`config.mk`:
```
export PLATFORM = sky130hd
export DESIGN_NAME = fetch_stage
export DESIGN_NICKNAME = d
export VERILOG_FILES = /design/src/rtl/mips_pkg.sv /design/src/rtl/if_id_reg.sv /design/src/rtl/fetch_stage.sv
export SDC_FILE = /design/constraint.sdc
export NUM_CORES = 1
export LEC_CHECK = 0
export CAP_MARGIN = 10
export CORE_MARGIN = 3
export CORE_UTILIZATION = 50
export DETAILED_ROUTE_END_ITERATION = 6
export GPL_ROUTABILITY_DRIVEN = 0
export PLACE_DENSITY = 0.89
export SLEW_MARGIN = 20
export SYNTH_ARGS = -nofsm -noshare
export SYNTH_HDL_FRONTEND = slang
export SYNTH_SLANG_ARGS = --single-unit
export TNS_END_PERCENT = 100
```
`constraint.sdc`:
```
create_clock -name clk -period 6.04 [get_ports clk]
set_clock_uncertainty 0.1 [all_clocks]
set_input_delay 1.51 -clock clk [delete_from_list [all_inputs] [get_ports clk]]
set_output_delay 1.51 -clock clk [all_outputs]
set_load 0.005 [all_outputs]
```
`src/rtl/mips_pkg.sv`:
```
// Shared MIPS front-end definitions: opcodes, reset vector, fetch FSM states.
// Latency: none (declarations only).
// Backpressure: not applicable.
package mips_pkg;

  localparam logic [5:0] OP_RTYPE = 6'b000000;
  localparam logic [5:0] OP_LW    = 6'b100011;
  localparam logic [5:0] OP_SW    = 6'b101011;
  localparam logic [5:0] OP_BEQ   = 6'b000100;
  localparam logic [5:0] OP_J     = 6'b000010;

  localparam logic [31:0] DEFAULT_RESET_PC = 32'h0000_0000;

  typedef enum logic [1:0] {
    S_REQ  = 2'd0,
    S_WAIT = 2'd1,
    S_HOLD = 2'd2
  } fetch_state_t;

  // Field extraction used by the ID-stage decoder.
  function automatic logic [5:0] opcode_of(input logic [31:0] instr);
    return instr[31:26];
  endfunction

  function automatic logic [5:0] funct_of(input logic [31:0] instr);
    return instr[5:0];
  endfunction

endpackage

```
`src/rtl/if_id_reg.sv`:
```
// IF/ID pipeline register holding valid, instruction word and fetch address + 4.
// Latency: one cycle from load_i to outputs.
// Backpressure: stall_i freezes all fields; flush_i clears valid and overrides stall.
module if_id_reg #(
  parameter int ADDR_W = 32,
  parameter int DATA_W = 32
) (
  input  logic              clk,
  input  logic              rst,
  input  logic              load_i,
  input  logic              stall_i,
  input  logic              flush_i,
  input  logic [DATA_W-1:0] instr_i,
  input  logic [ADDR_W-1:0] pc_plus4_i,
  output logic              valid_o,
  output logic [DATA_W-1:0] instr_o,
  output logic [ADDR_W-1:0] pc_plus4_o
);

  logic              valid_q;
  logic [DATA_W-1:0] instr_q;
  logic [ADDR_W-1:0] pc_plus4_q;

  // Flush beats load, load beats consume; consuming only drops valid so the
  // stale word stays visible for debug.
  always_ff @(posedge clk or posedge rst) begin
    if (rst) begin
      valid_q    <= 1'b0;
      instr_q    <= '0;
      pc_plus4_q <= '0;
    end else if (flush_i) begin
      valid_q <= 1'b0;
    end else if (load_i) begin
      valid_q    <= 1'b1;
      instr_q    <= instr_i;
      pc_plus4_q <= pc_plus4_i;
    end else if (!stall_i) begin
      valid_q <= 1'b0;
    end
  end

  assign valid_o    = valid_q;
  assign instr_o    = instr_q;
  assign pc_plus4_o = pc_plus4_q;

endmodule

```
`src/rtl/fetch_stage.sv`:
```
// MIPS instruction fetch: owns the PC, one outstanding imem request, feeds IF/ID.
// Latency: request in cycle N, 1-cycle memory -> IF/ID valid in N+2; no prefetch.
// Backpressure: stalled IF/ID parks the returned word in a hold buffer and stops requesting.
module fetch_stage import mips_pkg::*; #(
  parameter int              ADDR_W   = 32,
  parameter int              DATA_W   = 32,
  parameter logic [ADDR_W-1:0] RESET_PC = DEFAULT_RESET_PC[ADDR_W-1:0]
) (
  input  logic              clk,
  input  logic              rst,
  output logic              imem_req,
  output logic [ADDR_W-1:0] imem_addr,
  input  logic              imem_ready,
  input  logic              imem_rvalid,
  input  logic [DATA_W-1:0] imem_rdata,
  input  logic              stall_id,
  input  logic              redirect,
  input  logic [ADDR_W-1:0] redirect_pc,
  output logic              if_id_valid,
  output logic [DATA_W-1:0] if_id_instr,
  output logic [ADDR_W-1:0] if_id_pc_plus4,
  output logic [5:0]        if_id_opcode,
  output logic [5:0]        if_id_funct
);

  fetch_state_t      state_q, state_d;
  logic [ADDR_W-1:0] pc_q, pc_d;
  logic              drop_q, drop_d;
  logic [DATA_W-1:0] hold_q, hold_d;

  logic              load;
  logic [DATA_W-1:0] load_instr;
  logic              can_accept;
  logic [ADDR_W-1:0] pc_plus4;
  logic [ADDR_W-1:0] target_pc;

  // Low address bits are never meaningful for word fetches.
  assign target_pc  = {redirect_pc[ADDR_W-1:2], 2'b00};
  assign pc_plus4   = pc_q + ADDR_W'(4);
  assign can_accept = !if_id_valid || !stall_id;

  assign imem_req  = (state_q == S_REQ) && !rst;
  assign imem_addr = {pc_q[ADDR_W-1:2], 2'b00};

  // Fetch FSM: a response is only sampled in S_WAIT, so anything arriving
  // after a reset or a drop is ignored; drop marks an in-flight wrong-path word.
  always_comb begin
    state_d    = state_q;
    pc_d       = pc_q;
    drop_d     = drop_q;
    hold_d     = hold_q;
    load       = 1'b0;
    load_instr = imem_rdata;
    case (state_q)
      S_REQ: begin
        if (redirect) pc_d = target_pc;
        if (imem_ready) begin
          state_d = S_WAIT;
          drop_d  = redirect;
        end
      end
      S_WAIT: begin
        if (imem_rvalid) begin
          if (drop_q || redirect) begin
            drop_d  = 1'b0;
            state_d = S_REQ;
            if (redirect) pc_d = target_pc;
          end else if (can_accept) begin
            load    = 1'b1;
            pc_d    = pc_plus4;
            state_d = S_REQ;
          end else begin
            hold_d  = imem_rdata;
            state_d = S_HOLD;
          end
        end else if (redirect) begin
          pc_d   = target_pc;
          drop_d = 1'b1;
        end
      end
      S_HOLD: begin
        if (redirect) begin
          pc_d    = target_pc;
          state_d = S_REQ;
        end else if (can_accept) begin
          load       = 1'b1;
          load_instr = hold_q;
          pc_d       = pc_plus4;
          state_d    = S_REQ;
        end
      end
      default: state_d = S_REQ;
    endcase
  end

  // Fetch state, PC, drop flag and hold buffer.
  always_ff @(posedge clk or posedge rst) begin
    if (rst) begin
      state_q <= S_REQ;
      pc_q    <= {RESET_PC[ADDR_W-1:2], 2'b00};
      drop_q  <= 1'b0;
      hold_q  <= '0;
    end else begin
      state_q <= state_d;
      pc_q    <= pc_d;
      drop_q  <= drop_d;
      hold_q  <= hold_d;
    end
  end

  if_id_reg #(
    .ADDR_W (ADDR_W),
    .DATA_W (DATA_W)
  ) u_if_id (
    .clk        (clk),
    .rst        (rst),
    .load_i     (load),
    .stall_i    (stall_id),
    .flush_i    (redirect),
    .instr_i    (load_instr),
    .pc_plus4_i (pc_plus4),
    .valid_o    (if_id_valid),
    .instr_o    (if_id_instr),
    .pc_plus4_o (if_id_pc_plus4)
  );

  assign if_id_opcode = opcode_of(if_id_instr);
  assign if_id_funct  = funct_of(if_id_instr);

endmodule

```
Word-level counts from Yosys, hierarchy flattened
Cells that the tools add are included.
{"block": "op_classes", "bitwise_logic": 2, "n_reduce_logical": 13, "n_addsub": 1, "n_mux": 28, "eq_ne": 8}
{"operator": "two-way mux 32 bit", "n": 7}
{"operator": "one-hot mux 32 bit (3 select lines)", "n": 1}
{"operator": "adder 32 x 3 -> 32 bit, second input constant", "n": 1}
{"operator": "two-way mux 2 bit", "n": 6}
{"operator": "two-way mux 1 bit", "n": 11}
{"operator": "inequality test 3 bit, second input constant", "n": 3}
{"operator": "one-hot mux 2 bit (3 select lines)", "n": 1}
{"operator": "AND reduction 3 bit", "n": 2}
{"operator": "inequality test 2 bit, second input constant", "n": 2}
{"operator": "one-hot mux 1 bit (2 select lines)", "n": 2}
{"operator": "AND reduction 4 bit", "n": 1}
{"operator": "zero test 1 bit", "n": 3}
{"operator": "inequality test 3 x 1 -> 1 bit, second input constant", "n": 1}
{"operator": "nonzero test 3 bit", "n": 1}
{"operator": "equality test 2 x 1 -> 1 bit, second input constant", "n": 1}
{"operator": "equality test 2 bit, second input constant", "n": 1}
{"operator": "zero test 2 bit", "n": 1}
{"operator": "logical OR 1 bit", "n": 2}
{"operator": "inverter 1 bit", "n": 2}
{"operator": "AND reduction 2 bit", "n": 1}
{"operator": "nonzero test 2 bit", "n": 1}
{"operator": "logical AND 1 bit", "n": 1}
{"block": "word_totals", "reg_bits": 132, "inputBits": 70}

Depth between registers and ports, before layout
Gate-level depths: netlist of the first run.
{"block": "depth", "word_depth": 8, "ltp_mapped": 10, "depth_no_buf": 7}

Hierarchy
From an unflattened synthesis of the first run, not the netlist that was laid out.
{"block": "hier_totals", "hier_cells": 683, "area_unflattened_um2": 7657.3}
{"module": "fetch_stage", "n_inst": 1, "area_each_um2": 4918.5, "cells_each": 543, "seq_area_each_um2": 1676.6}
{"module": "if_id_reg", "n_inst": 1, "area_each_um2": 2738.9, "cells_each": 140, "seq_area_each_um2": 1626.6}

Worst setup path before layout of the first run
Ideal clock, no wire load.
{"block": "synth_timing", "path_type": "input to output", "start": "in rst", "end": "out imem_req", "t_required_ns": 4.430, "cell_stages": 1, "arrival_time_ns": 1.625, "n_path_buf": 0, "setup_slack_ns": 2.805, "path_cell_list": "nor2b_1"}
{"block": "synth_via", "elab_chain_len": 2}
{"item": "from (decl)", "line_no": "fetch_stage.sv:10", "text": "input logic rst,"}
{"item": "zero test 1 bit (no source line)"}
{"item": "logical AND 1 bit", "line_no": "fetch_stage.sv:42", "text": "assign imem_req = (state_q == S_REQ) && !rst;"}
{"item": "to (decl)", "line_no": "fetch_stage.sv:11", "text": "output logic imem_req,"}
Every way passes these cells.

Worst setup path in the final report of the first run
Same ends and word-level chain as after synthesis.

==> results of run 1 <==
flip-flops by register name (all words and copies together) (netlist names):
register            count
drop_q                  1
hold_q                 32
state_q                 2
pc_q                   32
u_if_id.pc_plus4_o     32
u_if_id.instr_o        32
u_if_id.valid_o         1
power by group through the flow:
stage          logic (mW)  registers (mW)  clock network, mW
2_1_floorplan       0.741            1.41                  0
3_3_place_gp         1.42            1.48                  0
3_5_place_dp         1.47            1.50                  0
4_1_cts              1.47            1.48               1.04
5_1_grt              1.60            1.54               1.07
6_report             1.46            1.49               1.02
layout make-up:
cell class / instances / area (um2) / share of cell area (%)
Clock inverter: 13 / 149 / 1.59
Sequential cell: 132 / 3300 / 35.3
Multi-Input combinational cell: 524 / 3390 / 36.3
Timing Repair Buffer: 181 / 1810 / 19.3
Tap cell: 176 / 220 / 2.36
Clock buffer: 19 / 433 / 4.63
Inverter: 10 / 42.5 / 0.455
per-stage QoR:
| stage | utilization, % | power [mW] | setup slack [ns] |
|---|---|---|---|
| final | 69.2 | 3.98 | 1.79 |
| after global routing | 69.2 | 4.22 | 1.72 |
| after CTS | 69.2 | 4.00 | 1.79 |
| after detailed placement | 64.9 | 2.96 | 1.78 |
| after global placement | 64.9 | 2.90 | 1.79 |
| after floorplan | - | 2.15 | 0.904 |
worst max-delay path by stage:
stage,from,end,slack [ns]
2_1_floorplan,rst,drop_q$_DFFE_PP0P_,0.90
3_3_place_gp,rst,imem_req,1.79
3_5_place_dp,rst,imem_req,1.78
4_1_cts,rst,imem_req,1.79
5_1_grt,rst,imem_req,1.72
6_report,rst,imem_req,1.79
cells by family after synthesis:
group | share of synthesized area, %
simple gates | 15.8
compound gates | 16.4
flops | 46.9
buf+inv | 5.20
mux | 10.8
xor+xnor | 3.98
fa+ha+maj | 0.888
other cells | 0.0532
per-layer routing:
layer / global-route usage (%) / vias to the layer above / routed length (um)
met3: 6.43 / 68 / 1660
li1: - / 2906 / -
met5: 0 / - / 13
met1: 33.5 / 2998 / 8000
met2: 40.8 / 361 / 9340
met4: 11.9 / 2 / 700
layout by cell type (no fill, tap or decap), types with 12 or more instances in the layout:
cell type / count
nand4_1: 16
dfrtp_1: 132
nor3_1: 12
clkbuf_16: 17
a21oi_1: 29
o21ai_0: 78
xor2_1: 14
mux2i_1: 38
nand2_1: 91
nor2_1: 38
nand3_1: 19
xnor2_1: 18
mux2_2: 34
clkdlybuf4s50_1: 175
==> impl_summary.md, run 1 <==
Critical path
The worst stage delay on the critical path is just over 0.5 ns. The register-to-register path setup slack is 2.94 ns. The kind of start point of the critical path is an input port. Counting both buffers and inverters, the worst setup path holds a total of 2. The reg-to-reg critical path startpoint is state_q[0]$_DFFE_PP0P_. The cell that appears most often on the critical path is clkdlybuf4s50_1. The cell with the largest stage delay on the worst path is clkdlybuf4s50_1. At the worst endpoint, the arrival time is 2.64 ns. In this run the critical register-to-register path is captured at pc_q[31]$_DFFE_PP0P_. Traced cell by cell, the critical path runs through clkdlybuf4s50_1 > nor2b_1 > clkdlybuf4s50_1.

STA classifies the critical path endpoint as a primary output. The number of cells traversed by the worst register-to-register path is 6. The data required time at the worst endpoint is 4.43 ns. The kind of cell with the highest combined delay along the critical path is buffers and inverters.

Along the worst path, the maximum fanout reaches 2. The critical path depth in cells is 3. The category of the most critical setup path is input port to primary output.

Yosys
The register bit count reported by yosys is ~130. A synthesized cell averages 9.63 um2. The most common cell in the synthesized netlist is dfrtp_1. The netlist area before placement is 7050 um2.

In the synthesized netlist, the number of instances is 732. The commonest cells after synthesis are dfrtp_1 (132), nand2_1 (91), o21ai_0 (78). By area the synthesized netlist is led by dfrtp_1 (47%), o21ai_0 (5.5%), mux2_2 (5.4%).

The largest total area in the synthesized netlist belongs to dfrtp_1. Among all flip-flop cells after synthesis, the most frequent one is dfrtp_1. The share of async-settable or async-resettable flops after synthesis is 100%. Counting flops with a built-in enable in the synthesized netlist gives 0. The portion of synthesized cell area occupied by the leading cell type is 46.9%.

The synthesis warning total is 0. Summing the sequential cell areas from Yosys gives about 47% of the chip area. The distinct cell type count of the synthesized netlist is 67.

Layout
The final cell area excluding filler cells is a little over 9000 um2. The net count of the finished layout is 941. The layout has a little over 1000 filler cells.

Cells with a size suffix above 1 make up 9.78% of the layout. The antenna diode instance count is 0. The final non-filler cell total is 1055.

The area growth from synthesis to layout is 32.7%.

Drt
The total length of routed wires is about 20000 um. The number of DRC violations after detailed-routing iteration 0 is 680. Summing over every cut layer, the via total after detailed routing is 6335. The residual DRC count is 0. The per-cell routed wire length is 18.7 um. The post-detailed-route via-to-cell ratio is 6.00. The number of antenna-violating nets in the routed design is 0. The first detailed-routing pass took 6 iterations.

GRT
The number of global-route vias before repair is approximately 6200. Entering global routing, the biggest net connects 103 pins. The initial antenna violation count is 1. After global routing the overflow that remains totals 0.

Across every metal layer, demand over resource in global routing totals 25.8%. The first global-routing pass estimated 32300 um of wire.

Floorplanning
In this run the count of I/O pins placed on the die edge is 180. In this run the standard cell core region covers 13500 um2. The die extent in x is approximately 120 um. The effective utilization at floorplan is 52.2%. The floorplan has 42 rows. The area of the die is 15600 um2. The die span in y is 125 um.

Clocking
CTS built an H-tree with a depth of 4. Buffers inserted during clock tree synthesis total 17. The root buffer cell is clkbuf_16.

The clock-pin slew on the worst setup and hold paths is approximately 0.06 ns. The tree built by TritonCTS fans out to 132 sinks. The number of setup buffers added after CTS is 0. The clock tree from TritonCTS is yes. The longest clock path from root to sink contains 2 buffers. In this run, post-CTS hold repair placed 0 buffers. The quantity of gates resized following cts is 0. For the worst-skew pair, the clock arrives at the later sink with an insertion delay of about 0.42 ns.

STA
The final number of max-transition violations was 0. Setup repair after global routing left no endpoint under its margin. Static timing analysis puts the maximum clock frequency at roughly 240 MHz.

For the final routed database, the setup TNS stands at 0 ns. The final number of hold-violating endpoints is 0. The measured slew at the worst slew-check pin is 1.12 ns. The worst pin sits at a relative slew slack of 25.3%. The worst path needs ~4.2 ns of the cycle, external delays included. Setup violations remaining at the end of the flow were counted as 0. The worst hold margin is 0.374 ns. The worst path uses 70.4% of the clock period.

Power
Of the total power, the clock network draws about a quarter. The power per standard cell area is about 430 nW/um2. The combinational share of power is 36.8%. The analysis attributes to net switching a power of 1.35 mW. VDD sags by at most around 0.0003 V.

The sequential group share of total power is 37.5%. The leakage component of the power is 3.88 nW. The switching part of the total power is 34.0%.

The cell-internal power is between 2 and 3 mW.

Placed design
The cell count after placement is roughly 1000. The post-detailed-placement cell area is 8770 um2. The final HPWL from detailed placement is about 14000 um. During placement, the flow inserted port buffers numbering 175.

Hold path
The path with the worst hold slack has its endpoint at u_if_id.pc_plus4_o[2]$_DFFE_PP0P_. The startpoint identified for the worst hold timing path is u_if_id.pc_plus4_o[2]$_DFFE_PP0P_. The min-delay analysis places its worst path in the category register to register.

The worst hold path cell count is 1.

Flow run
The count of max-cap constraint violations is 0.

Outcome
The flow ran to the end, and the final reports show no timing, DRC or antenna violations.
Power figures use the tool's default switching activity.
==> run 2: changes to the inputs <==
--- a/config.mk
+++ b/config.mk
@@ -7,10 +7,10 @@
 export LEC_CHECK = 0
 export CAP_MARGIN = 10
 export CORE_MARGIN = 3
-export CORE_UTILIZATION = 50
+export CORE_UTILIZATION = 45
 export DETAILED_ROUTE_END_ITERATION = 6
 export GPL_ROUTABILITY_DRIVEN = 0
-export PLACE_DENSITY = 0.89
+export PLACE_DENSITY = 0.85
 export SLEW_MARGIN = 20
 export SYNTH_ARGS = -nofsm -noshare
 export SYNTH_HDL_FRONTEND = slang
==> constraint.sdc (replaced) <==
create_clock -name clk -period 3.7 [get_ports clk]
set_clock_uncertainty 0.1 [all_clocks]
set_input_delay 0.925 -clock clk [delete_from_list [all_inputs] [get_ports clk]]
set_output_delay 0.925 -clock clk [all_outputs]
set_load 0.005 [all_outputs]
==> run 2 against run 1 <==
Effect of this change:
- utilization fell by 6.5 points
- power rose by 66%
- combinational power rose by 66%
- register-to-register slack got worse by 2.2 ns
- global-route usage fell by 2.0 points
- worst setup slack got worse by 1.1 ns
- wire length rose by 3.9%
- sequential power rose by 62%
- worst hold slack improved by 0.0027 ns
- sequential cell count did not move
- die area rose by 11%
- design area rose by 2.4%
- critical path type unchanged
- highest routed layer is now met4
==> impl_summary.md, run 2 (same netlist as run 1, synthesis figures left out) <==
Critical path
The category of the most critical setup path is input port to primary output. The maximum fanout along the worst path is 2 (unchanged). The kind of start point of the critical path is an input port. The data required time at the worst endpoint is 2.67 ns (-1.76 ns).

The critical path data arrival time is 2.01 ns (-0.63 ns). The register-to-register path setup slack is 0.78 ns (-2.16 ns). STA classifies the critical path endpoint as a primary output.

Clocking
The clock-pin slew on the worst setup and hold paths is 0.06 ns (about the same). The deepest clock path buffer count is 2 (unchanged). The insertion delay of the later-clocked pin in the worst-skew pair is 0.42 ns (about the same). The quantity of gates resized following cts is 0 (unchanged). The H-tree depth reported by CTS is 4 (unchanged). The clock tree from TritonCTS is yes. The number of setup buffers added after CTS is 0 (unchanged).

The total CTS buffers was 17 (unchanged). The number of sinks on the clock net is 132 (unchanged). The tree is rooted in a clkbuf_16. The total of hold buffers inserted after clock tree synthesis is 0 (unchanged).

Flow run
The count of max-cap constraint violations is 0 (unchanged).

STA
Of the available clock period, the critical path in the final layout requires 82.0%. Setup repair after global routing left no endpoint under its margin. The relative slew slack is 21.3% (-4.1 points). The final worst slack is 0.666 ns (-1.12 ns).

For the finished layout, the period the worst path requires is 3.03 ns. The final count of negative-setup-slack endpoints is 0 (unchanged). The worst hold margin is 0.377 ns (+0.00274 ns).

The measured slew at the worst slew-check pin came to 1.18 ns (+0.0634 ns). The final number of hold-violating endpoints came to 0 (unchanged). The maximum achievable frequency is 330 MHz. The final number of max-transition violations is 0 (unchanged). The sum of negative setup slack came to 0 ns (unchanged).

Hold path
The min-delay analysis places its worst path in the category register to register.

Layout
The final non-filler cell total is 1106 (+4.8%). The layout-stage area growth over the synthesis result is 35.9%. The fraction of layout instances using a drive strength above 1 was 11.6% (+1.8 points).

The area of the multi-input gates is 3390 um2 (unchanged). The library cells used most frequently in the layout, excluding fill and tap cells, are clkdlybuf4s50_1 (175), dfrtp_1 (132), nand2_1 (91). The final cell area excluding filler cells was 9580 um2 (+2.4%). Leaving out fill and tap cells, the most frequent cell in the layout is clkdlybuf4s50_1. The total number of nets in the final design is 957 (+1.7%).

The share of the core filled with cells in the final layout is 62.8% (-6.5 points). The filler cell count in the final layout is 1223 (+19%). The flip-flop and latch area is 3300 um2 (unchanged). The antenna diode instance count is 0 (unchanged).

Drt
The post-detailed-route via-to-cell ratio was 5.73 (-4.6%). The total length of routed wires is 20500 um (+3.9%). The per-cell routed wire length was 18.5 um (-0.90%). The number of antenna-violating nets in the routed design is 0 (unchanged). The residual DRC count is 0 (unchanged). The via count is 6339 (+0.063%). The number of DRC violations after detailed-routing iteration 0 was 605 (-11%). The length of the first detailed-routing pass in iterations is 5 (-1).

Power
The leakage component of the power is 3.99 nW (+2.9%). The power per standard cell area was 687 nW/um2 (+62%). The peak supply drop is 0.000379 V (+24%).

The total power after layout is 6.58 mW (+66%).

Outcome
The run finished with clean final reports.

Floorplanning
The die span in y came to 131 um (+5.1%). The core area is 15300 um2 (+13%). The area of the die is 17200 um2 (+11%). The die extent in x is 131 um (+5.1%). The boundary pin count is 180 (unchanged). The number of cell rows is 45 (+7.1%). The effective utilization at floorplan is 46.2% (-6.0 points).

Placed design
The post-placement setup slack came to 0.440 ns (-1.34 ns). The final HPWL from detailed placement is 14200 um (+3.5%). The cell count after placement came to 1074 (+5.0%). The quantity of I/O buffers inserted on ports was 175 (unchanged). The post-detailed-placement cell area was 8970 um2 (+2.3%).

GRT
The initial antenna violation count was 0 (-1). The total routing usage reported by global routing is 23.9% (-2.0 points). The pin count of the biggest net entering global routing is 133 (+29%). The total congestion overflow after global routing is 0 (unchanged). The number of global-route vias before repair is 6116 (-2.1%). The wire length of the first global-routing pass is 33000 um (+2.1%).
## run 2: cell count changes in the layout (fill, tap and decap cells not counted), sizes merged
cell	before	now
buf	6	22
bufinv	2	3
clkinv	3	9
clkinvlp	3	2
inv	15	9
## run 2: area by class of cell
cell class	count	area share [%]
clock inverters	13	1.65
flip-flops and latches	132	34.5
inverters	10	0.431
well taps	211	2.76
clock buffers	19	4.73
multi-input cells	524	35.4
repair buffers	197	20.5
## run 2: path summary, 6_finish.rpt
path / startpoint / endpoint / cells after the start
worst max-delay path: rst / imem_req / 3
worst min-delay path: u_if_id.pc_plus4_o[27]$_DFFE_PP0P_ / u_if_id.pc_plus4_o[27]$_DFFE_PP0P_ / 2
worst min register to register: u_if_id.pc_plus4_o[27]$_DFFE_PP0P_ / u_if_id.pc_plus4_o[27]$_DFFE_PP0P_ / 2
min in group asynchronous: rst / state_q[0]$_DFFE_PP0P_ / 3
max in group asynchronous: rst / u_if_id.instr_o[27]$_DFFE_PP0P_ / 3
worst max register to register: state_q[0]$_DFFE_PP0P_ / pc_q[9]$_DFFE_PP0P_ / 7
## run 2: per-layer routing
layer | routed length, um | part of all wire [%] | GRT usage (%) | vias to the layer above
li1 | - | - | - | 2917
met1 | 8360 | 41 | 32.0 | 3002
met2 | 9510 | 46 | 37.9 | 363
met3 | 2000 | 9.7 | 5.40 | 57
met4 | 616 | 3.0 | 9.28 | 0
met5 | 0 | 0 | 0 | -
## run 2: where the power goes
part	switching [mW]	internal [mW]
Sequential	0.514	1.91
Combinational	1.04	1.39
Clock	0.639	1.09
Total	2.19	4.40
## run 2: worst max-delay path: stages
cell             delay, ns
clkdlybuf4s50_1       0.45
nor2b_1               0.13
clkdlybuf4s50_1       0.50
==> run 3: changes to the inputs <==
--- a/config.mk
+++ b/config.mk
@@ -7,10 +7,10 @@
 export LEC_CHECK = 0
 export CAP_MARGIN = 10
 export CORE_MARGIN = 3
-export CORE_UTILIZATION = 45
+export CORE_UTILIZATION = 50
 export DETAILED_ROUTE_END_ITERATION = 6
 export GPL_ROUTABILITY_DRIVEN = 0
-export PLACE_DENSITY = 0.85
+export PLACE_DENSITY = 0.89
 export SLEW_MARGIN = 20
 export SYNTH_ARGS = -nofsm -noshare
 export SYNTH_HDL_FRONTEND = slang
==> constraint.sdc (replaced) <==
create_clock -name clk -period 3.1 [get_ports clk]
set_clock_uncertainty 0.1 [all_clocks]
set_input_delay 0.775 -clock clk [delete_from_list [all_inputs] [get_ports clk]]
set_output_delay 0.775 -clock clk [all_outputs]
set_load 0.005 [all_outputs]
==> run 3 against run 2 <==
Effect of this change:
- die area shrank 9.6%
- worst hold slack got worse by 0.0010 ns
- first-iteration DRC count is 19% higher
- register-to-register slack lost 0.36 ns
- critical endpoint unchanged
- power increased by 20%
- global-route usage rose by 2.9 points
- clock-buffer cell count decreased by 1
==> impl_summary.md, run 3 (same netlist as run 1, synthesis figures left out) <==
Outcome
The run finished with clean final reports.

Critical path
The kind of capture point of the worst setup path is a primary output. The worst setup path is launched from an input port. The worst stage delay on the critical path is 0.50 ns (about the same). The number of cells traversed by the worst register-to-register path is 6 (-1). The cell repeated most along the worst path is clkdlybuf4s50_1. The data required time at the worst endpoint is 2.22 ns (-0.45 ns). The critical path depth in cells came to 3 (unchanged).

The signal on the critical path passes through clkdlybuf4s50_1 > nor2b_1 > clkdlybuf4s50_1. The maximum fanout along the worst path is 2 (unchanged). The critical path data arrival time is 1.86 ns (-0.15 ns). The setup path with the least slack is of type input port to primary output. The combined buffer and inverter count along the critical path is 2 (unchanged). In this design, the largest share of critical-path delay is due to buffers and inverters. The slowest stage of the critical path belongs to the cell clkdlybuf4s50_1.

GRT
The wire length of the first global-routing pass is 33700 um (+2.2%). The total routing usage reported by global routing was 26.8% (+2.9 points). The pin count of the biggest net entering global routing is 85 (-36%). The initial antenna violation count is 0 (unchanged). The number of global-route vias before repair is 6403 (+4.7%). The total congestion overflow after global routing is 0 (unchanged).

STA
The final number of max-transition violations is 0 (unchanged). Setup repair after global routing left no endpoint under its margin. The final count of negative-setup-slack endpoints is 0 (unchanged).

The final number of hold-violating endpoints is 0 (unchanged). The sum of negative setup slack was 0 ns (unchanged). The final worst slack was 0.363 ns (-0.303 ns). The worst hold margin is 0.376 ns (-0.00102 ns).

The smallest clock period supported by the final layout is computed as 2.74 ns. Static timing analysis puts the maximum clock frequency at about 370 MHz. The relative slew slack is 39.1% (+18 points). The measured slew at the worst slew-check pin is 0.911 ns (-0.268 ns). The share of the cycle needed by the critical path after routing is 88.3%.

Layout
The share of the core filled with cells in the final layout was 71.3% (+8.5 points). The total number of nets in the final design is 969 (+1.3%). The flip-flop and latch area is 3300 um2 (unchanged). The final non-filler cell total is 1083 (-2.1%). Leaving out fill and tap cells, the most frequent cells in the layout are clkdlybuf4s50_1 (175), dfrtp_1 (132), nand2_1 (91).

The library cell used most frequently in the layout, excluding fill and tap cells, is clkdlybuf4s50_1. The fraction of layout instances using a drive strength above 1 is 12.8% (+1.2 points). The antenna diode instance count came to 0 (unchanged). The final cell area excluding filler cells came to 9630 um2 (+0.56%). The filler cell count in the final layout was 986 (-19%). The area of the multi-input gates is 3390 um2 (about the same). The layout-stage area growth over the synthesis result is 36.7%.

Drt
The number of DRC violations after detailed-routing iteration 0 was 717 (+19%). The via count is 6472 (+2.1%). The length of the first detailed-routing pass in iterations is 6 (+1). The post-detailed-route via-to-cell ratio is 5.98 (+4.3%). The per-cell routed wire length was 19.0 um (+2.9%). The residual DRC count is 0 (unchanged). The total length of routed wires came to 20600 um (+0.73%). The number of antenna-violating nets in the routed design is 0 (unchanged).

Clocking
The insertion delay of the later-clocked pin in the worst-skew pair was 0.42 ns (about the same). The quantity of gates resized following cts was 0 (unchanged). The number of sinks on the clock net is 132 (unchanged). CTS placed an instance of clkbuf_16 at the clock tree root. The clock-pin slew on the worst setup and hold paths is 0.05 ns (about the same). The deepest clock path buffer count is 2 (unchanged).

The total CTS buffers is 17 (unchanged). The number of setup buffers added after CTS is 0 (unchanged). The H-tree depth reported by CTS came to 4 (unchanged). The clock tree from TritonCTS is yes. The total of hold buffers inserted after clock tree synthesis is 0 (unchanged).

Floorplanning
The die span in y is 125 um (-4.9%). The area of the die is 15600 um2 (-9.6%). The number of cell rows is 42 (-6.7%).

The die extent in x came to 125 um (-4.9%). The core area is 13500 um2 (-11%). The effective utilization at floorplan was 52.2% (+6.0 points).

The boundary pin count is 180 (unchanged).

Power
The leakage component of the power is 4.04 nW (+1.2%). The total power after layout is 7.90 mW (+20%). The peak supply drop came to 0.000531 V (+40%). The power per standard cell area is 821 nW/um2 (+19%).

Placed design
The cell count after placement is 1051 (-2.1%). The final HPWL from detailed placement is 14400 um (+1.1%). The quantity of I/O buffers inserted on ports was 175 (unchanged). The post-detailed-placement cell area is 9040 um2 (+0.81%). The post-placement setup slack is 0.147 ns (-0.294 ns).

Hold path
The worst hold path cell count is 2 (unchanged). The path class of the tightest hold or removal check is register to register.

Flow run
The count of max-cap constraint violations is 0 (unchanged).
## run 3: cell types whose count changed in the layout (fill, tap and decap cells not counted), sizes merged
cell,before,now
clkbuf,19,18
clkinvlp,2,5
clkinv,9,7
buf,22,34
## run 3: final cells by class
cell class | count | share of cell area (%)
clock inverter | 14 | 1.69
sequential | 132 | 34.3
timing repair buffer | 209 | 21.6
tap | 176 | 2.29
multi-input combinational | 524 | 35.2
inverter | 10 | 0.429
clock buffer | 18 | 4.46
## run 3: per-layer routing
layer	up-vias	global-route usage, %	routed length [um]	part of all wire, %
met5	-	0	0	0
met3	63	4.97	1760	8.5
li1	2944	-	-	-
met1	3070	35.2	8440	41
met2	395	43.1	9750	47
met4	0	12.1	676	3.3
## run 3: tightest hold or removal path: stages, from the launching register on
cell,delay [ns]
dfrtp_1,0.34
nand2_1,0.05
o21ai_0,0.06
## run 3: worst paths after layout
kind | startpoint | to | slack (ns)
max in group asynchronous | rst | hold_q[26]$_DFFE_PP0P_ | 1.54
min reg2reg | u_if_id.pc_plus4_o[14]$_DFFE_PP0P_ | u_if_id.pc_plus4_o[14]$_DFFE_PP0P_ | 0.38
min | u_if_id.pc_plus4_o[14]$_DFFE_PP0P_ | u_if_id.pc_plus4_o[14]$_DFFE_PP0P_ | 0.38
min in group asynchronous | rst | u_if_id.pc_plus4_o[1]$_DFFE_PP0P_ | 0.56
max | rst | imem_req | 0.36
max reg2reg | pc_q[2]$_DFFE_PP0P_ | pc_q[30]$_DFFE_PP0P_ | 0.42
## run 3: power breakdown
group | internal (mW) | total (mW) | switching [mW]
Combinational | 1.71 | 3.00 | 1.29
Sequential | 2.28 | 2.87 | 0.593
Clock | 1.26 | 2.03 | 0.774
==> edit 1: new RTL, settings of run 1 <==
Take the reset off `hold_q` and load it in a clocked block of its own.
--- a/src/rtl/fetch_stage.sv
+++ b/src/rtl/fetch_stage.sv
@@ -100,11 +100,13 @@
       pc_q    <= {RESET_PC[ADDR_W-1:2], 2'b00};
       drop_q  <= 1'b0;
-      hold_q  <= '0;
     end else begin
       state_q <= state_d;
       pc_q    <= pc_d;
       drop_q  <= drop_d;
-      hold_q  <= hold_d;
     end
+  end
+
+  always_ff @(posedge clk) begin
+    hold_q <= hold_d;
   end
 
Check against the original RTL: no difference found for any inputs over 4 cycles, from zero or initial values and one cycle with rst high; that may be too few to reach the edited logic, so the function may still have changed.
==> edit 1 against run 1 <==
- setup slack improved by 0.038 ns
- synthesized area increased by 2.0%
- total power increased by 8.5%
- cell area increased by 1.6%
- sequential cell count unchanged
- routed wire length increased by 6.9%
- maximum frequency increased by 0.89%
- largest power group is now combinational cells
==> edit 1: results (changes against run 1) <==
* Outcome: completed
* Area after DPL at 8860 µm² (+1.1%)
* Hold Slack at 0.380 ns (+0.00590 ns)
* Arr. time, crit path at 2.60 ns (-0.04 ns)
* First-pass GRT wire length at 33,100 µm (+2.5%)
* Post-synth EDFFs at 32 (+32)
* Maximum VDD drop at 252 µV (-17%)
* Leak at 3.79 nW (-2.3%)
* Initial antenna violation count at 0 (-1)
* Largest net degree at the start of global routing at 126 (+22%)
* Hold Crit Depth at 2 (+1)
* Buffers on Ports at 175 (unchanged)
* FF-to-FF End: pc_q[27]
* Share of cells above drive strength 1 at 6.20% (-3.6 points)
* Commonest cells post-synth: nand2_1, dfrtp_1, o21ai_0, mux2i_1, edfxtp_1
* Total Routing Usage GR at 26.2% (+0.38 points)
* Reg2Reg Depth at 7 (+1)
* Detailed-route vias per instance at 5.98 (-0.45%)
* Ranking of synthesized cells by area: dfrtp_1, edfxtp_1, nand2_1, o21ai_0, mux2i_1
* Least-Margin Pin Slew at 1.06 ns (-0.0573 ns)
* Initial DRC count at 921 (+35%)
* Post-CTS Setup Bufs at 0 (unchanged)
* Sequential area share after synthesis at 48.2% (+1.3 points)
* Clock Latency Late Sink at 0.43 ns
* Hold Crit Start: u_if_id.pc_plus4_o[23]
* Hpwl dp at 14,400 µm (+5.0%)
* Hold EP: u_if_id.pc_plus4_o[23]
* Fill cells at 1,060 (+2.8%)
* # resized after CTS at 0 (unchanged)
* Sw Pwr at 0.00149 W (+10%)
* Worst-path clk slew at 0.05 ns
* Number of global-route vias before repair at 6,339 (+1.5%)
* Synth cell types at 66 (-1.5%)
* Final-stage net count at 997 (+6.0%)
* Post-synth ARST share at 75.8% (-24 points)
* Flop-to-flop setup slack at 2.90 ns (-0.04 ns)
* CTS buffer count at 17 (unchanged)
* Routed length per instance at 18.9 µm (+1.1%)
-- edit 1: changes by cell type after synthesis, sizes merged, moves of 7 or more --
| cell | delta |
|---|---|
| edfxtp | +32 |
| mux2 | -28 |
| and3 | -7 |
| dfrtp | -32 |
| nor2 | -12 |
| nand2 | +112 |
-- edit 1: area by class of cell --
class / count / area, µm² / share of cell area (%)
tap: 180 / 225 / 2.37
timing repair buffer: 182 / 1820 / 19.1
inverter: 16 / 62.6 / 0.659
sequential: 132 / 3460 / 36.5
multi-input combinational: 573 / 3300 / 34.7
clock inverter: 12 / 179 / 1.88
clock buffer: 20 / 457 / 4.81
-- edit 1: critical path, stage by stage --
cell             delay [ns]
clkdlybuf4s50_1        0.46
nor2b_1                0.13
clkdlybuf4s50_1        0.50
-- edit 1: worst max path at each step --
stage / end / start / slack (ns)
3_3_place_gp: imem_req / rst / 1.83
4_1_cts: imem_req / rst / 1.82
2_1_floorplan: drop_q / rst / 1.81
6_report: imem_req / rst / 1.83
5_1_grt: imem_req / rst / 1.75
3_5_place_dp: pc_q[4] / redirect / 1.76
-- edit 1: power groups by stage --
stage	clock [W]	combinational [W]	sequential (W)
after floorplan	0	0.000824	0.00148
after global placement	0	0.00155	0.00158
after detailed placement	0	0.00159	0.00160
after CTS	0.00112	0.00161	0.00159
after global routing	0.00116	0.00174	0.00164
final	0.00111	0.00161	0.00160
-- edit 1: through the flow --
stage / std cells / worst slack (ns) / total power (W) / util (%)
floorplan: 788 / 1.81 / 0.00231 / -
global placement: 1083 / 1.83 / 0.00313 / 63.4
detailed placement: 1083 / 1.76 / 0.00319 / 63.4
CTS: 1115 / 1.82 / 0.00431 / 67.9
global route: 1115 / 1.75 / 0.00455 / 67.9
finish: 1115 / 1.83 / 0.00431 / 67.9
-- edit 1: cells by family (layout without fill, tap and decap cells) --
kind of cell	after synthesis	after routing	share of synthesized area [%]
AO/OA/AOI/OAI	173	173	14.6
XOR/XNOR	29	29	3.53
adder cells (fa/ha/maj)	5	5	0.870
buffers and inverters	83	230	6.09
flip-flops	132	132	48.2
multiplexers	44	44	6.23
other	1	2	0.0522
AND/OR/NAND/NOR	320	320	20.5
-- edit 1: layer usage --
metal | part of all wire (%) | global-route usage [%] | up-vias
li1 | - | - | 3042
met2 | 45 | 39.6 | 446
met1 | 41 | 35.9 | 3111
met3 | 9.9 | 5.81 | 66
met4 | 4.3 | 12.7 | 0
met5 | 0 | 0 | -
==> edit 2: new RTL, flow settings as in run 1 <==
Without the edit above. `ADDR_W` is set to 32 in 2 places; all go to 16.
--- a/src/rtl/if_id_reg.sv
+++ b/src/rtl/if_id_reg.sv
@@ -3,5 +3,5 @@
 // Backpressure: stall_i freezes all fields; flush_i clears valid and overrides stall.
 module if_id_reg #(
-  parameter int ADDR_W = 32,
+  parameter int ADDR_W = 16,
   parameter int DATA_W = 32
 ) (
--- a/src/rtl/fetch_stage.sv
+++ b/src/rtl/fetch_stage.sv
@@ -3,5 +3,5 @@
 // Backpressure: stalled IF/ID parks the returned word in a hold buffer and stops requesting.
 module fetch_stage import mips_pkg::*; #(
-  parameter int              ADDR_W   = 32,
+  parameter int              ADDR_W   = 16,
   parameter int              DATA_W   = 32,
   parameter logic [ADDR_W-1:0] RESET_PC = DEFAULT_RESET_PC[ADDR_W-1:0]
Interface: changed (resized if_id_pc_plus4, imem_addr and redirect_pc); port bits go from 180 to 132. The function was not compared with the original's and may differ.
==> edit 2 against run 1 <==
- clock power fell by 60%
- total power fell by 39%
- largest cell class is now flip-flops and latches
- die area decreased by 29%
- register-to-register slack improved by 0.25 ns
- setup slack improved by 0.055 ns
- via count shrank 40%
- sequential cell count is 32 lower
- first-iteration DRC count fell by 58%
- synthesized area fell by 31%
- cell area decreased by 33%
- routed wire length down 40%
- synthesized cell count down 38%
- highest routed layer is now met4
==> edit 2: results (changes against run 1) <==
* Drt first pass iters at 4 (-2)
* Met2 Use GR at 36.8% (-4.0 points)
* Met2 wire length at 6060 µm (-35%)
* Commonest cells post-synth: dfrtp_1, nand2_1, o21ai_0, mux2_2, mux2i_1
* Hold Crit Start: u_if_id.instr_o[25]
* Met1 Wirelength at 4920 µm (-39%)
* Synth cell types at 55 (-18%)
* Non-clk buf share at 20.6% (+1.3 points)
* FF-to-FF End: pc_q[4]
* DR vias at 3,831 (-40%)
* Worst-path clk slew at 0.11 ns (+0.05 ns)
* Leak at 2.67 nW (-31%)
* Least-Margin Pin Slew at 0.917 ns (-0.198 ns)
* Clock Latency Late Sink at 0.36 ns (-0.06 ns)
* Complex-gate fraction of the synthesized area at 13.3% (-3.1 points)
* Fill cells at 730 (-29%)
* Clock root buffer: clkbuf_8
* # H-tree levels at 3 (-1)
* Ranking of synthesized cells by area: dfrtp_1, mux2_2, mux2i_1, o21ai_0, nand2_1
* Adder-cell share of the synthesized area at 1.28% (+0.39 points)
* Sequential cell area share at 39.7% (+4.4 points)
* Share of cells above drive strength 1 at 12.4% (+2.6 points)
* Sequential area share after synthesis at 51.2% (+4.3 points)
* Reg2Reg Depth at 7 (+1)
* Met3 WL at 531 µm (-68%)
* Area after DPL at 6120 µm² (-30%)
* CTS buffer count at 9 (-8)
* Post-Synth XOR/XNOR Area at 2.69% (-1.3 points)
* Post-place setup slack at 1.85 ns (+0.0626 ns)
* Nonclk buf count at 131 (-28%)
* Hold EP: u_if_id.instr_o[25]
* Maximum VDD drop at 183 µV (-40%)
* Fraction of area in multi-input gates at 33.7% (-2.6 points)
* Initial antenna violation count at 0 (-1)
* Comb_multi_in at 310 (-41%)
* Clock buffers at 10 (-9)
* Clock distribution power at 0.000404 W (-60%)
* Routed length per instance at 17.0 µm (-9.2%)
* Total Routing Usage GR at 21.6% (-4.3 points)
* Met1 Use GR at 28.0% (-5.5 points)
* Worst R2R Start: state_q[1]
* Outcome: completed
* Non-Clock Inverter Count at 8 (-2)
* Hold Crit Depth at 2 (+1)
* Initial DRC count at 284 (-58%)
* Final-stage net count at 619 (-34%)
* Max Used Layer: met4
* #FFs+latches synth at 100 (-24%)
* GR Util met3 at 3.03% (-3.4 points)
* Buffers on Ports at 127 (-27%)
* Flop-to-flop setup slack at 3.19 ns (+0.25 ns)
* Largest net degree at the start of global routing at 77 (-25%)
* Number of global-route vias before repair at 3,681 (-41%)
* Post-CTS Setup Bufs at 0 (unchanged)
* Post-route cell area at 6300 µm² (-33%)
* Hpwl dp at 8420 µm (-39%)
edit 2: changes by cell type after synthesis, sizes merged, moves of 14 or more:
cell	delta
dfrtp	-32
nand2	-27
o21ai	-27
clkbuf	-22
nor2	-21
nand3	-14
edit 2: per-stage QoR:
stage	cells	hold WS (ns)	util [%]	total power, W
floorplan	457	0.373	-	0.00148
global placement	678	0.362	65.3	0.00197
detailed placement	678	0.369	65.3	0.00203
CTS	694	0.395	67.3	0.00243
global route	694	0.410	67.3	0.00256
finish	694	0.390	67.3	0.00241
edit 2: worst max-delay path: stages:
cell             delay, ns
clkdlybuf4s50_1       0.46
nor2_1                0.11
clkdlybuf4s50_1       0.51
edit 2: how the worst max path moves through the flow:
stage               slack [ns]  endpoint  depth (start not counted)
floorplan                 1.81    drop_q                          1
global placement          1.84  imem_req                          3
detailed placement        1.85  imem_req                          3
CTS                       1.84  imem_req                          3
global route              1.77  imem_req                          3
finish                    1.85  imem_req                          3
